File: src/rtl/seg_scan_display.sv
// Time-multiplexed common-anode 7-segment driver. It scans one digit per slot
// with dead time between slots, and supports blanking, blinking and leading-zero suppression.
module seg_scan_display #(
    parameter int DIGITS      = 4,
    parameter int REFRESH_DIV = 50000,
    parameter int DEAD        = 16,
    parameter int BLINK_DIV   = 25000000
) (
    input  logic                  clk,
    input  logic                  reset,
    input  logic [4*DIGITS-1:0]   value,
    input  logic [DIGITS-1:0]     blank_mask,
    input  logic [DIGITS-1:0]     blink_mask,
    input  logic                  lz_suppress,
    input  logic                  load,
    output logic [6:0]            seg_n,
    output logic [DIGITS-1:0]     an_n,
    output logic                  frame_done
);

    localparam int CNT_W   = $clog2(REFRESH_DIV);
    localparam int IDX_W   = (DIGITS > 1) ? $clog2(DIGITS) : 1;
    localparam int BLINK_W = $clog2(BLINK_DIV);

    localparam logic [CNT_W-1:0]   CNT_LAST   = CNT_W'(REFRESH_DIV - 1);
    localparam logic [CNT_W-1:0]   DEAD_CNT   = CNT_W'(DEAD);
    localparam logic [IDX_W-1:0]   IDX_LAST   = IDX_W'(DIGITS - 1);
    localparam logic [BLINK_W-1:0] BLINK_LAST = BLINK_W'(BLINK_DIV - 1);

    logic [4*DIGITS-1:0] shadow_value;
    logic [DIGITS-1:0]   shadow_blank;
    logic [DIGITS-1:0]   shadow_blink;
    logic [CNT_W-1:0]    count;
    logic [IDX_W-1:0]    idx;
    logic [BLINK_W-1:0]  blink_cnt;
    logic                blink_phase;
    logic                wrap_q;

    logic [DIGITS-1:0]   lz_dark;
    logic                all_zero;
    logic [3:0]          nibble;
    logic                dark;
    logic [DIGITS-1:0]   an_sel;
    logic                slot_end;

    function automatic logic [6:0] hex_to_seg(input logic [3:0] h);
        case (h)
            4'h0: hex_to_seg = 7'h40;
            4'h1: hex_to_seg = 7'h79;
            4'h2: hex_to_seg = 7'h24;
            4'h3: hex_to_seg = 7'h30;
            4'h4: hex_to_seg = 7'h19;
            4'h5: hex_to_seg = 7'h12;
            4'h6: hex_to_seg = 7'h02;
            4'h7: hex_to_seg = 7'h78;
            4'h8: hex_to_seg = 7'h00;
            4'h9: hex_to_seg = 7'h10;
            4'hA: hex_to_seg = 7'h08;
            4'hB: hex_to_seg = 7'h03;
            4'hC: hex_to_seg = 7'h46;
            4'hD: hex_to_seg = 7'h21;
            4'hE: hex_to_seg = 7'h06;
            default: hex_to_seg = 7'h0E;
        endcase
    endfunction

    // A digit is LZ-dark when it and every more-significant nibble are zero.
    always_comb begin
        all_zero = 1'b1;
        lz_dark  = '0;
        for (int i = DIGITS - 1; i >= 0; i--) begin
            all_zero   = all_zero && (shadow_value[4*i +: 4] == 4'h0);
            lz_dark[i] = lz_suppress && (i != 0) && all_zero;
        end
        nibble   = shadow_value[4*int'(idx) +: 4];
        dark     = shadow_blank[idx] | (shadow_blink[idx] & blink_phase) | lz_dark[idx];
        an_sel   = DIGITS'(1) << idx;
        slot_end = (count == CNT_LAST);
    end

    always_ff @(posedge clk) begin
        if (reset) begin
            shadow_value <= '0;
            shadow_blank <= '0;
            shadow_blink <= '0;
            count        <= '0;
            idx          <= '0;
            blink_cnt    <= '0;
            blink_phase  <= 1'b0;
            wrap_q       <= 1'b0;
            seg_n        <= 7'h7F;
            an_n         <= '1;
            frame_done   <= 1'b0;
        end else begin
            if (load) begin
                shadow_value <= value;
                shadow_blank <= blank_mask;
                shadow_blink <= blink_mask;
            end

            if (slot_end) begin
                count <= '0;
                idx   <= (idx == IDX_LAST) ? '0 : idx + IDX_W'(1);
            end else begin
                count <= count + CNT_W'(1);
            end

            if (blink_cnt == BLINK_LAST) begin
                blink_cnt   <= '0;
                blink_phase <= ~blink_phase;
            end else begin
                blink_cnt <= blink_cnt + BLINK_W'(1);
            end

            // Pulse lands on the output cycle after the index wraps to 0.
            wrap_q     <= slot_end && (idx == IDX_LAST);
            frame_done <= wrap_q;

            if (count < DEAD_CNT) begin
                an_n  <= '1;
                seg_n <= 7'h7F;
            end else begin
                an_n  <= ~an_sel;
                seg_n <= dark ? 7'h7F : hex_to_seg(nibble);
            end
        end
    end

endmodule

File: config.mk
export PLATFORM = sky130hd
export DESIGN_NAME = seg_scan_display
export DESIGN_NICKNAME = d
export VERILOG_FILES = /design/src/rtl/seg_scan_display.sv
export SDC_FILE = /design/constraint.sdc
export NUM_CORES = 1
export LEC_CHECK = 0
export CAP_MARGIN = 20
export CORE_ASPECT_RATIO = 0.9
export CORE_MARGIN = 1.5
export CORE_UTILIZATION = 56
export CTS_CLUSTER_SIZE = 20
export DETAILED_ROUTE_END_ITERATION = 8
export GPL_ROUTABILITY_DRIVEN = 0
export GPL_TIMING_DRIVEN = 0
export PLACE_DENSITY = 0.79
export SETUP_SLACK_MARGIN = 0.05
export SYNTH_ARGS = -nofsm -noshare
export SYNTH_HDL_FRONTEND = slang
export SYNTH_SLANG_ARGS = --single-unit
File: constraint.sdc
create_clock -name clk -period 2.77 [get_ports clk]
set_input_delay 0.4155 -clock clk [delete_from_list [all_inputs] [get_ports clk]]
set_output_delay 0.4155 -clock clk [all_outputs]
set_load 0.02 [all_outputs]
==> run summary <==
Register area share after synthesis: 43.96%
Hold WC Path Type: reg -> reg
DR DRC count: 0
Core Util, Final: 70.17%
Origin of the critical flop-to-flop path: idx[0]$_SDFFE_PP0N_
Grt total ovfl: 0
Post-Synth Simple-Gate Area: 22.35%
Clock power frac: 38.9%
IO Port Bufs: 38
1st-iter DRT viols: 170
Sequential power share: 53.8%
RSZ-0062 raised after global routing: no
Routed WL: 7.260 mm
Post-Layout Cell Count: 534
Syn_nets: 433
Htree depth: 3
Min Tclk post-route: 2.467 ns
Commonest non-fill, non-tap cell in the layout: dfxtp_1
R2r endpoint: seg_n[3]$_SDFF_PP1_
Vias in the first global route: 2,713
CTS tree: built
Hold Fails Final Rpt: 0
Prevailing post-synth register cell: dfxtp_1
Post-synth EDFFs: 0
CP endpoint: seg_n[3]$_SDFF_PP1_
Clock Skews: 0.008080 ns
Cts repair resizes: 0
Area Overhead vs Synth: 18.89%
Initial antenna violation count: 0
Critical Path Fanout Max: 10
CTS max path bufs: 2
Worst-Skew Late Latency: 0.35 ns
Synth Area in Compound Gates: 9.125%
Placed insts: 518
I/O Pins: 40
Nets@finish: 482
CP Launch Type: flop
Setup repair bufs after CTS: 0
WL/cell: 13.60 um
Maximum vdd ir drop: 0.3731 mV
Die H: 80.00 um
Global-route wire length before repair: 12.24 mm
DIE AREA: 0.007084 sq mm
Period utilization: 89.05%
Leak Pwr: 1.597 nW
Max Cap Viol: 0
Num CTS Buffers: 9
Post-DP Area: 0.004178 sq mm
Final worst slack: 0.3033 ns
Pint: 1.770 mW
Fin. max-slew vios: 0
Fillcell total: 488
Fin area: 0.004385 sq mm
Mux cell area share after synthesis: 11.91%
Worst EP arrival: 2.70 ns
CTS sink count: 81
Initial Utilization: 59.02%
R2r setup slk: 0.30 ns
Row cnt: 27
Post-route ant nets: 0
Post-Place Setup Slack: 0.3146 ns
Most frequent cells in the layout: dfxtp_1, nor2_1, clkdlybuf4s50_1, mux2i_1, a21oi_1
Root Buffer: clkbuf_8
GRT Overall Usage: 22.30%
XOR/XNOR share of the synthesized area: 4.986%
Largest net degree at the start of global routing: 13
Adder and majority gate portion of the synthesized area: 4.071%
Pwr dens: 514.6 mW/mm^2
Sw Ratio: 21.58%
Die X-Extent: 88.55 um
Fraction of layout cells with a size suffix above 1: 6.711%
Mapped Area: 0.003689 sq mm
Slew HR: 53.04%
Largest family of logic cells by synthesized area: simple AND/OR/NAND/NOR gates
YS warnings: 0
Post-Synthesis Cells: 393
Vias: 2,948
Yosys top cell by area: dfxtp_1
Critical Path RT: 3.00 ns
Avg Inst Size Synth: 9.386 sq um
# setup viols final: 0
Slew @ Worst Pin: 0.7045 ns
Clock transition at path regs: 0.07 ns
Fmax: 405.4 MHz
Dpl hpwl: 5.321 mm
Post-synthesis async set-or-reset flop share: 0%
DRT Pass-1 Iters: 4
Via density: 5.521
CP endpoint kind: flop
N_diodes: 0
Critical path origin: idx[0]$_SDFFE_PP0N_
Synth unique cells: 46
Yosys reg bits: 81
Reg2Reg Depth: 7
Core Area: 0.006250 sq mm
Combinational cell fraction of total power: 7.3%
CP Class: reg -> reg
Switching power: 0.4870 mW
Top cells by area, synth: dfxtp_1, mux2i_1, nor2_1
Hold Buf Count CTS: 0
Share of the synthesized area in the top cell type: 43.96%
Outcome: completed
TNS Setup: 0 ns
-- power groups by stage --
stage                     logic (mW)  clock network [mW]  registers, mW
final                          0.164               0.879           1.21
after global routing           0.181               0.933           1.22
after CTS                      0.164               0.896           1.21
after detailed placement       0.162                   0           1.24
after global placement         0.160                   0           1.24
after floorplan                0.103                   0           1.23
-- logic make-up (layout without fill, tap and decap cells) --
logic type                 after synthesis  in the layout
adders and majority gates               12             12
DFF                                     81             81
buffers and inverters                   33             87
muxes                                   35             35
xor gates and xnor gates                21             21
and+or+nand+nor                        157            157
AOI/OAI and AO/OA                       54             54
-- Yosys cell counts (4+ instances only) --
master	count
a21oi_1	22
xnor2_1	10
inv_1	14
nor2_1	50
and3_1	7
or3_1	11
or4_1	11
nand3_1	19
dfxtp_1	81
mux2i_1	27
and4_1	5
o31ai_1	8
mux4_2	7
nor4_1	5
clkbuf_1	12
xor2_1	11
o21ai_0	12
nand4_1	7
nor3_1	4
nand2_1	20
nand2b_1	4
nor2b_1	5
ha_1	12
-- metal layers --
| metal | GRT usage, % | part of all wire, % | vias up |
|---|---|---|---|
| met3 | 5.688 | 4.8 | 17 |
| met2 | 35.50 | 45 | 79 |
| met4 | 9.531 | 2.3 | 0 |
| met5 | 0 | 0 | - |
| li1 | - | - | 1504 |
| met1 | 28.58 | 48 | 1348 |
-- layout make-up --
| cell class | count | area, sq um | area share, % |
|---|---|---|---|
| plain buffers | 17 | 72.57 | 1.655 |
| clock buffers | 14 | 172.7 | 3.937 |
| clock inverters | 2 | 35.03 | 0.7989 |
| inverters | 16 | 60.06 | 1.369 |
| multi-input cells | 279 | 1934 | 44.11 |
| flip-flops and latches | 81 | 1622 | 36.98 |
| well taps | 87 | 108.9 | 2.482 |
| repair buffers | 38 | 380.4 | 8.673 |
-- state kept, by name, indices dropped and copies added, names as in the netlist --
name and count:
an_n 4, blink_cnt 25, blink_phase 1, count 16, frame_done 1, idx 2, seg_n 7, shadow_blank 4
shadow_blink 4, shadow_value 16, wrap_q 1
-- worst min-delay path by stage --
stage | startpoint | endpoint | slack, ns | cells past startpoint
3_3_place_gp | count[0]$_SDFF_PP0_ | count[0]$_SDFF_PP0_ | 0.43 | 1
2_1_floorplan | count[0]$_SDFF_PP0_ | count[0]$_SDFF_PP0_ | 0.41 | 1
3_5_place_dp | count[0]$_SDFF_PP0_ | count[0]$_SDFF_PP0_ | 0.44 | 1
5_1_grt | wrap_q$_SDFF_PP0_ | frame_done$_SDFF_PP0_ | 0.48 | 1
4_1_cts | count[0]$_SDFF_PP0_ | count[0]$_SDFF_PP0_ | 0.45 | 1
6_report | count[0]$_SDFF_PP0_ | count[0]$_SDFF_PP0_ | 0.44 | 1
-- critical path, cell delays in order, from the launching register on --
cell and delay, ns:
dfxtp_1 0.45, buf_2 0.32, mux4_2 0.60, inv_1 0.16, ha_1 0.17, inv_1 0.04, mux4_2 0.45, nand2b_1 0.15
-- through the flow --
stage	power, mW	hold WS (ns)
6_report	2.257	0.4435
5_1_grt	2.333	0.4824
4_1_cts	2.273	0.4477
3_5_place_dp	1.403	0.4358
3_3_place_gp	1.399	0.4258
2_1_floorplan	1.337	0.4130
Power figures use the tool's default switching activity.
